File: src/rtl/ebpc_stream_merger.sv
// Merges a frame's ZNZ burst then its BPC burst into one stream; EBPC_MERGER_TRAILER_EN appends ZNZ/BPC word counts.
// Latency: 1 cycle from input accept to vld_o, one word per cycle sustained.
// Backpressure: single output register; upstream rdy only in the active phase while the register is empty or draining.
package ebpc_pkg;
    parameter int unsigned DATA_W = 8;
endpackage

module ebpc_stream_merger #(
    parameter int unsigned DATA_W = ebpc_pkg::DATA_W,
    parameter int unsigned CNT_W  = 16
) (
    input  logic              clk_i,
    input  logic              rst_i,
    input  logic [DATA_W-1:0] znz_data_i,
    input  logic              znz_last_i,
    input  logic              znz_vld_i,
    output logic              znz_rdy_o,
    input  logic [DATA_W-1:0] bpc_data_i,
    input  logic              bpc_last_i,
    input  logic              bpc_vld_i,
    output logic              bpc_rdy_o,
    output logic [DATA_W-1:0] data_o,
    output logic              last_o,
    output logic              vld_o,
    input  logic              rdy_i,
    output logic              idle_o,
    output logic              frame_done_o
);

    typedef enum logic [2:0] {IDLE, ZNZ, BPC, TRAILER0, TRAILER1} state_t;

    state_t            state_q, state_d;
    logic [CNT_W-1:0]  znz_cnt_q, bpc_cnt_q;
    logic [CNT_W-1:0]  znz_base, bpc_base;
    logic              can_load, znz_acc, bpc_acc;
    logic              load, load_last;
    logic [DATA_W-1:0] load_dat;

    assign can_load     = ~vld_o | rdy_i;
    assign znz_rdy_o    = ~rst_i & can_load & ((state_q == IDLE) | (state_q == ZNZ));
    assign bpc_rdy_o    = ~rst_i & can_load & (state_q == BPC);
    assign znz_acc      = znz_vld_i & znz_rdy_o;
    assign bpc_acc      = bpc_vld_i & bpc_rdy_o;
    assign frame_done_o = vld_o & last_o & rdy_i;
    assign idle_o       = (state_q == IDLE) & ~vld_o;

    // A new frame may start counting in the same cycle the previous one retires.
    assign znz_base = frame_done_o ? '0 : znz_cnt_q;
    assign bpc_base = frame_done_o ? '0 : bpc_cnt_q;

    always_comb begin
        state_d   = state_q;
        load      = 1'b0;
        load_dat  = '0;
        load_last = 1'b0;
        case (state_q)
            IDLE, ZNZ: begin
                load     = znz_acc;
                load_dat = znz_data_i;
                if (znz_acc && znz_last_i) begin
                    state_d = BPC;
                end else if (znz_vld_i) begin
                    state_d = ZNZ;
                end
            end
            BPC: begin
                load     = bpc_acc;
                load_dat = bpc_data_i;
                if (bpc_acc && bpc_last_i) begin
`ifdef EBPC_MERGER_TRAILER_EN
                    state_d   = TRAILER0;
`else
                    load_last = 1'b1;
                    state_d   = IDLE;
`endif
                end
            end
`ifdef EBPC_MERGER_TRAILER_EN
            TRAILER0: begin
                if (can_load) begin
                    load     = 1'b1;
                    load_dat = znz_cnt_q[DATA_W-1:0];
                    state_d  = TRAILER1;
                end
            end
            TRAILER1: begin
                if (can_load) begin
                    load      = 1'b1;
                    load_dat  = bpc_cnt_q[DATA_W-1:0];
                    load_last = 1'b1;
                    state_d   = IDLE;
                end
            end
`endif
            default: state_d = IDLE;
        endcase
    end

    always_ff @(posedge clk_i) begin
        if (rst_i) begin
            state_q   <= IDLE;
            vld_o     <= 1'b0;
            last_o    <= 1'b0;
            data_o    <= '0;
            znz_cnt_q <= '0;
            bpc_cnt_q <= '0;
        end else begin
            state_q   <= state_d;
            znz_cnt_q <= (znz_acc && (znz_base != '1)) ? znz_base + CNT_W'(1) : znz_base;
            bpc_cnt_q <= (bpc_acc && (bpc_base != '1)) ? bpc_base + CNT_W'(1) : bpc_base;
            if (load) begin
                vld_o  <= 1'b1;
                data_o <= load_dat;
                last_o <= load_last;
            end else if (rdy_i) begin
                vld_o  <= 1'b0;
            end
        end
    end

endmodule

File: config.mk
export PLATFORM = sky130hd
export DESIGN_NAME = ebpc_stream_merger
export DESIGN_NICKNAME = d
export VERILOG_FILES = /design/src/rtl/ebpc_stream_merger.sv
export SDC_FILE = /design/constraint.sdc
export NUM_CORES = 1
export LEC_CHECK = 0
export CORE_MARGIN = 4
export CORE_UTILIZATION = 40
export CTS_BUF_LIST = sky130_fd_sc_hd__clkbuf_8
export DETAILED_ROUTE_END_ITERATION = 8
export HOLD_SLACK_MARGIN = 0.12
export PLACE_DENSITY = 0.86
export SYNTH_ARGS = -nofsm -noshare
export SYNTH_HDL_FRONTEND = slang
export SYNTH_SLANG_ARGS = --single-unit
File: constraint.sdc
create_clock -name clk_i -period 4.4 [get_ports clk_i]
set_clock_uncertainty 0.05 [all_clocks]
set_input_delay 0.88 -clock clk_i [delete_from_list [all_inputs] [get_ports clk_i]]
set_output_delay 0.88 -clock clk_i [all_outputs]
set_load 0.02 [all_outputs]
### Word-level counts from Yosys, hierarchy flattened

Cells that the tools add are included.

* register bits: 13
* input bits: 23
* output and inout bits: 14
* word-level logic and storage cells: 36

* equality and inequality tests: 4
* multiplexer cells: 10
* bitwise logic cells: 12
* reduce and logical (&&, ||, !) cells: 6

Operators with widths (number)
* 8-bit one-hot mux with 2 select lines: 1
* 3-bit two-way mux: 3
* 1-bit bitwise AND: 8
* 3-bit one-hot mux with 2 select lines: 1
* 1-bit two-way mux: 4
* 3-bit by 1-bit == test with 1-bit output, second input constant: 1
* 3-bit by 2-bit == test with 1-bit output, second input constant: 1
* 3-bit logical NOT: 1
* 3-bit != test, second input constant: 1
* 1-bit logical AND: 2
* 2-bit by 1-bit != test with 1-bit output, second input constant: 1
* 1-bit inverter: 2
* 1-bit OR: 2
* 1-bit one-hot mux with 2 select lines: 1
* 2-bit AND reduction: 1
* 2-bit nonzero test: 1
* 2-bit OR reduction: 1

### Longest topological paths before layout

* depth in word-level cells: 8
* depth in mapped cells: 5
* mapped depth without buffers: 4

### Least setup slack after synthesis

OpenSTA, ideal clock, no wires.

* path type: input port to output port
* start: input rst_i
* end: output bpc_rdy_o
* arrival: 1578 ps
* setup slack: 1892 ps
* stages: 2
* buffers on the path: 1
* cell sequence: clkbuf_1 -> nor3_1

* longest elaborated chain between the ends: 3

Ends and longest elaborated chain
* start, declared: RTL line 13 `input logic rst_i,`
* 1-bit inverter: RTL line 41 `assign bpc_rdy_o = ~rst_i & can_load & (state_q == BPC);`
* 1-bit bitwise AND (2 in series): RTL line 41
* end, declared: RTL line 21 `output logic bpc_rdy_o,`

No other way between the ends.

### Worst setup path in the final report

* start: input rst_i
* end: output znz_rdy_o

* longest elaborated chain between the ends: 3

Ends and longest elaborated chain
* 1-bit inverter: RTL line 40 `assign znz_rdy_o = ~rst_i & can_load & ((state_q == IDLE) | (state_q == ZNZ));`
* 1-bit bitwise AND (2 in series): RTL line 40
* end, declared: RTL line 17 `output logic znz_rdy_o,`

No other way between the ends.

==> impl_metrics.prom <==
# TYPE chip_impl_metric gauge
chip_impl_metric{name="wirelength",unit="mm"} 1.75
chip_impl_metric{name="finalCriticalPeriod",unit="ns"} 3.45
chip_impl_info{name="worst_setup_path_start_kind",value="input pin"} 1
chip_impl_metric{name="synth.ff_latch_count",unit=""} 12
chip_impl_metric{name="std_cell_rows",unit=""} 13
chip_impl_metric{name="critical_path_arrival",unit="ns"} 2.52
chip_impl_metric{name="fin_nets",unit=""} 127
chip_impl_metric{name="final-max-slew-violation-count",unit=""} 0
chip_impl_metric{name="critPathRequiredTime",unit="ns"} 3.47
chip_impl_metric{name="globalRouteTotalUtil",unit="%"} 18.7
chip_impl_metric{name="antenna_found_initial",unit=""} 0
chip_impl_metric{name="power.density",unit="nW/um^2"} 333
chip_impl_metric{name="die_y",unit="um"} 46.5
chip_impl_metric{name="syn_area",unit="um^2"} 592
chip_impl_metric{name="syn_nets",unit=""} 90
chip_impl_metric{name="sw_frac_of_total",unit="%"} 26.6
chip_impl_metric{name="wire_per_inst",unit="um"} 14.8
chip_impl_info{name="netlist.top_cell.by_area",value="dfxtp_1"} 1
chip_impl_metric{name="clkLatencyLatePin",unit="ns"} 0.24
chip_impl_metric{name="post-route-drc-count",unit=""} 0
chip_impl_metric{name="seq_area",unit="um^2"} 240
chip_impl_metric{name="start_util",unit="%"} 43.8
chip_impl_metric{name="power.share.clock",unit="%"} 35.6
chip_impl_metric{name="post_synth_num_cell_types",unit=""} 23
chip_impl_metric{name="postCtsSetupRepairBufs",unit=""} 0
chip_impl_metric{name="drtPass1Iterations",unit=""} 4
chip_impl_metric{name="maximum_clock_insertion_buffer_count",unit=""} 2
chip_impl_metric{name="vias",unit=""} 651
chip_impl_metric{name="die_area",unit="um^2"} 2160
chip_impl_metric{name="p_sw",unit="mW"} 0.0895
chip_impl_metric{name="routed_via_density",unit=""} 5.52
chip_impl_metric{name="synth.yosys.warnings",unit=""} 0
chip_impl_metric{name="syn-mean-instance-area",unit="um^2"} 8.83
chip_impl_metric{name="finalSetupViolCount",unit=""} 0
chip_impl_metric{name="initialDrtViolationCount",unit=""} 9
chip_impl_info{name="clock_tree_from_tritoncts",value="yes"} 1
chip_impl_metric{name="max-cap-violations",unit=""} 0
chip_impl_metric{name="finalHoldViolCount",unit=""} 0
chip_impl_metric{name="setup_tns",unit="ns"} 0
chip_impl_metric{name="synth_sequential_area_ratio",unit="%"} 40.6
chip_impl_metric{name="grt_pass1_wl",unit="mm"} 2.75
chip_impl_metric{name="cts_buffers",unit=""} 3
chip_impl_metric{name="power_report.internal_total",unit="mW"} 0.248
chip_impl_info{name="synth.top_cells.by_area",value="dfxtp_1 41%, a211oi_1 10%, nor3_1 9.3%"} 1
chip_impl_metric{name="post_drt_antenna_nets",unit=""} 0
chip_impl_metric{name="fillerInstances",unit=""} 106
chip_impl_metric{name="post-synth-top-area-fraction",unit="%"} 40.6
chip_impl_metric{name="clk_pin_slew",unit="ns"} 0.05
chip_impl_info{name="critical_path.endpoint_type",value="output port"} 1
chip_impl_metric{name="seq_power_share",unit="%"} 37.4
chip_impl_metric{name="insertedDiodeCount",unit=""} 0
chip_impl_metric{name="first_global_vias",unit=""} 638
chip_impl_metric{name="coreArea",unit="um^2"} 1350
chip_impl_info{name="clock_tree.root_cell",value="clkbuf_8"} 1
chip_impl_metric{name="finalCritPeriodShare",unit="%"} 78.4
chip_impl_metric{name="htree_levels",unit=""} 1
chip_impl_metric{name="holdBufCountCts",unit=""} 0
chip_impl_info{name="type_of_the_worst_setup_path",value="in -> out"} 1
chip_impl_metric{name="die_width",unit="um"} 46.5
chip_impl_metric{name="number_of_resized_instances_in_the_post_cts_repair_step",unit=""} 0
chip_impl_metric{name="power.ir.vdd_worst",unit="uV"} 182
chip_impl_info{name="hp-class",value="reg -> reg"} 1
chip_impl_metric{name="finalPower",unit="mW"} 0.337
chip_impl_info{name="outcome",value="finished clean"} 1
chip_impl_metric{name="gpl.final_weighted_congestion",unit=""} 0.712
chip_impl_info{name="rsz0062_at_grt",value="false"} 1
chip_impl_metric{name="portBuffers",unit=""} 36
chip_impl_metric{name="grt_start_max_net_pins",unit=""} 15
chip_impl_metric{name="total_leakage_power",unit="nW"} 0.369
chip_impl_metric{name="clkSinkCount",unit=""} 12
chip_impl_metric{name="worstPathMaxFanout",unit=""} 14
chip_impl_metric{name="total_i_o_pin_count",unit=""} 37
chip_impl_metric{name="detailed_place_hpwl",unit="mm"} 1.26
chip_impl_metric{name="grt.overflow.total",unit=""} 0
chip_impl_metric{name="synthesis.instances",unit=""} 67
chip_impl_metric{name="area_growth_syn_to_layout",unit="%"} 71.0
chip_impl_metric{name="worst-slew-pin-transition",unit="ns"} 0.586
chip_impl_metric{name="final_layout_size_suffix_gt1_share",unit="%"} 7.77
chip_impl_metric{name="combinationalPowerShare",unit="%"} 26.9
chip_impl_metric{name="achievable-frequency",unit="MHz"} 290
chip_impl_metric{name="max_slew_headroom_at_the_worst_pin",unit="%"} 60.8
chip_impl_metric{name="multiInputGateArea",unit="um^2"} 327
-- path summary, 6_finish.rpt --
kind	from	to	slack, ns	cells after the start
max	rst_i	znz_rdy_o	0.95	3
min	last_o	last_o	0.45	2
max reg2reg	state_q[1]	last_o	2.33	4
min reg2reg	last_o	last_o	0.45	2
-- metal layers --
layer	GRT usage, %	up-vias	part of all wire (%)	wire length [um]
met5	0	-	0	0
li1	-	317	-	-
met4	14.2	0	4.2	73
met3	3.91	7	8.2	143
met1	19.3	290	40	702
met2	32.4	37	47	827
-- power by group through the flow --
stage | sequential (mW) | combinational, mW | clock (mW)
finish | 0.126 | 0.0908 | 0.120
global route | 0.128 | 0.0982 | 0.128
global placement | 0.128 | 0.0888 | 0
detailed placement | 0.129 | 0.0902 | 0
floorplan | 0.135 | 0.0375 | 0
CTS | 0.126 | 0.0913 | 0.122
-- area by class of cell --
class | count | area share [%]
timing repair buffer | 37 | 36.3
multi-input combinational | 49 | 32.3
sequential | 12 | 23.7
clock buffer | 4 | 5.44
tap | 15 | 1.85
inverter | 1 | 0.371
-- state kept, by name, indices dropped and copies added (netlist names) --
name,cells
vld_o,1
state_q,2
last_o,1
data_o,8
-- metrics by stage --
stage          instance area (um^2)  cells  worst slack, ns  hold slack, ns  util [%]
6_report                       1010    118            0.950           0.454      75.0
5_1_grt                        1010    118            0.868           0.508      75.0
4_1_cts                        1010    118            0.976           0.463      75.0
3_5_place_dp                    957    114            0.976           0.449      70.9
3_3_place_gp                    957    114            0.988           0.420      70.9
2_1_floorplan                   592     67             1.89           0.442         -
-- placed cells by master (no fill, tap or decap), drive strengths merged --
cell type	n
o21a	1
and3	1
nand2	2
or2	1
nor4b	2
a2111oi	1
o21ai	1
inv	1
nor2	1
nor3	11
nand2b	1
a32o	1
a211oi	8
clkdlybuf4s50	36
clkbuf	4
buf	1
nor2b	9
dfxtp	12
a21oi	8
and2b	1
-- worst max-delay path: stages --
cell and delay [ns]:
clkdlybuf4s50_1 0.70, nor3_1 0.29, clkdlybuf4s50_1 0.64
-- cell families (layout without fill, tap and decap cells) --
kind of cell	Yosys count	in the layout	synth area share (%)
compound gates	20	20	22.2
buf+inv	6	42	5.28
flops	12	12	40.6
simple gates	29	29	31.9
-- cells in the mapped netlist --
library cell and n:
nor2_1 1, o21ai_0 1, buf_6 1, clkbuf_1 2
nor2b_4 1, a32o_1 1, nor4b_1 1, buf_1 1
nand2_1 2, a21oi_1 8, nand2b_1 1, inv_1 1
or2_1 1, nor2b_1 8, dfxtp_1 12, and3_1 1
buf_2 1, and2b_1 1, nor4b_4 1, a211oi_1 8
a2111oi_0 1, o21a_1 1, nor3_1 11
Note: power is estimated with default switching activity, not from simulation.
==> edit (config.mk and constraints unchanged) <==
The package constant `DATA_W` goes from 8 to 6.
--- a/src/rtl/ebpc_stream_merger.sv
+++ b/src/rtl/ebpc_stream_merger.sv
@@ -2,7 +2,7 @@
 // Latency: 1 cycle from input accept to vld_o, one word per cycle sustained.
 // Backpressure: single output register; upstream rdy only in the active phase while the register is empty or draining.
 package ebpc_pkg;
-    parameter int unsigned DATA_W = 8;
+    parameter int unsigned DATA_W = 6;
 endpackage
 
 module ebpc_stream_merger #(
Ports: changed (resized bpc_data_i, data_o and znz_data_i); port bits go from 37 to 31. No check against the original RTL was run, so the function may have changed too.
==> edit against the unedited design <==
Routed wire length is 22% lower. Clock power shrank 25%. Count of clock-buffer cells in the layout fell by 1. Largest power group unchanged. Final area shrank 16%. Sequential cell count down 2. Total power is 20% lower. Worst setup slack gained 21 ps. Critical path type unchanged. Global-route usage down 3.2 points. Die area shrank 11%. Via count fell by 20%. Synthesized area fell by 14%. Largest cell class unchanged.
==> edit: results (changes against the unedited design) <==
logic_synthesis:
  synth_common_cells: "dfxtp_1, nor3_1, a211oi_1, a21oi_1, nor2b_1"
  yosysMostFrequentCell: "dfxtp_1"
  synth_warnings: 0  # unchanged
  ys_seq_area_share_pct: 39.1  # -1.5 points
  netlist_top_cells_area: "dfxtp_1, nor4b_4, nor3_1"
  synth_fp_nets: 74  # -18%
  avgSynthCellArea_sq_um: 9.30  # +5.3%
  synthDistinctLibCells: 21  # -8.7%
clock_network:
  clk_pin_slew_ps: 40
  clk_latency_ps: 230
  post_cts_resized: 0  # unchanged
  postCtsSetupRepairBufs: 0  # unchanged
  cts_buffers: 3  # unchanged
  htree_levels: 1  # unchanged
power:
  ir_drop_uv: 237  # +30%
  switching_share_pct: 25.9  # -0.63 points
  power_leakage_uw: 0.000310  # -16%
grt:
  grt_pass1_wl_mm: 2.25  # -18%
  grt_pass1_vias: 530  # -17%
  grt_use_total_pct: 15.6  # -3.2 points
  grt_max_degree: 13  # -2
layout:
  reg_top3: "data_o: 6 flops, state_q: 2 flops"
  nets: 106  # -17%
  diodes: 0  # unchanged
  drive_gt1_share_pct: 7.06  # -0.71 points
critical_path:
  crit_arrival_ps: 2500  # -20 ps
  critPathMaxFanout: 12  # -2
detailed_routing:
  highest_layer: "met4"
  totalWireLength_mm: 1.36  # -22%
  drt_pre_antenna_iters: 4  # unchanged
  drt-initial-drc-count: 4  # -5
  wl_met3_microns: 105  # -27%
  wl_per_cell_microns: 13.7  # -7.5%
  viasPerCell: 5.23  # -5.2%
  met2_wirelength_microns: 680  # -18%
  m1WireLength_microns: 546  # -22%
flow_run:
  maxCapViolCount: 0  # unchanged
place:
  place_ws_ps: 981  # +4.49 ps
  port-buffer-count: 30  # -17%
  placed_area_sq_um: 810  # -15%
  place.gp.congestion: 0.718  # +0.88%
  dp_hpwl_mm: 1.04  # -17%
  dp.cells: 96  # -16%
timing:
  tightest_slew_ps: 552  # -34.5 ps
min_path:
  hold_depth: 2  # unchanged
  hold_class: "reg2reg"
outcome:
  status: "finished clean"
die:
  die_area_sq_um: 1920  # -11%
[edit: cell families after synthesis]
family	Yosys count	synth area share [%]
AO/OA/AOI/OAI	16	20.8
buffers and inverters	4	4.64
flip-flops	10	39.1
AND/OR/NAND/NOR	25	35.5
[edit: power by group through the flow]
stage / combinational, uW / sequential, uW / clock [uW]
detailed placement: 74.6 / 107 / 0
CTS: 75.2 / 106 / 93.2
global placement: 74.2 / 107 / 0
finish: 74.4 / 106 / 89.9
global route: 80.3 / 107 / 98.6
floorplan: 33.1 / 112 / 0
[edit: critical path, cell delays in order]
cell	delay, ps
clkdlybuf4s50_1	680
nor3_1	300
clkdlybuf4s50_1	640
[edit: metal layers]
| metal | vias up | track usage [%] |
|---|---|---|
| met5 | - | 0 |
| met3 | 2 | 3.32 |
| met1 | 227 | 18.6 |
| li1 | 265 | - |
| met2 | 24 | 25.3 |
| met4 | 0 | 9.04 |
[edit: area by class of cell]
| cell class | instances | area (sq um) |
|---|---|---|
| Fill cell | 88 | 305 |
| Timing Repair Buffer | 30 | 300 |
| Multi-Input combinational cell | 41 | 288 |
| Sequential cell | 10 | 200 |
| Clock buffer | 3 | 41.3 |
| Tap cell | 14 | 17.5 |
| Inverter | 1 | 3.75 |
[edit: final timing paths]
path,startpoint,endpoint,slack [ps]
setup / recovery,rst_i,bpc_rdy_o,970
hold / removal,last_o,last_o,420
hold reg to reg,last_o,last_o,420
setup reg to reg,state_q[1],data_o[5],2540
[edit: through the flow]
step	utilization [%]	power (uW)
6_report	73.6	270
5_1_grt	73.6	285
4_1_cts	73.6	274
3_5_place_dp	70.0	182
3_3_place_gp	70.0	181
2_1_floorplan	-	145
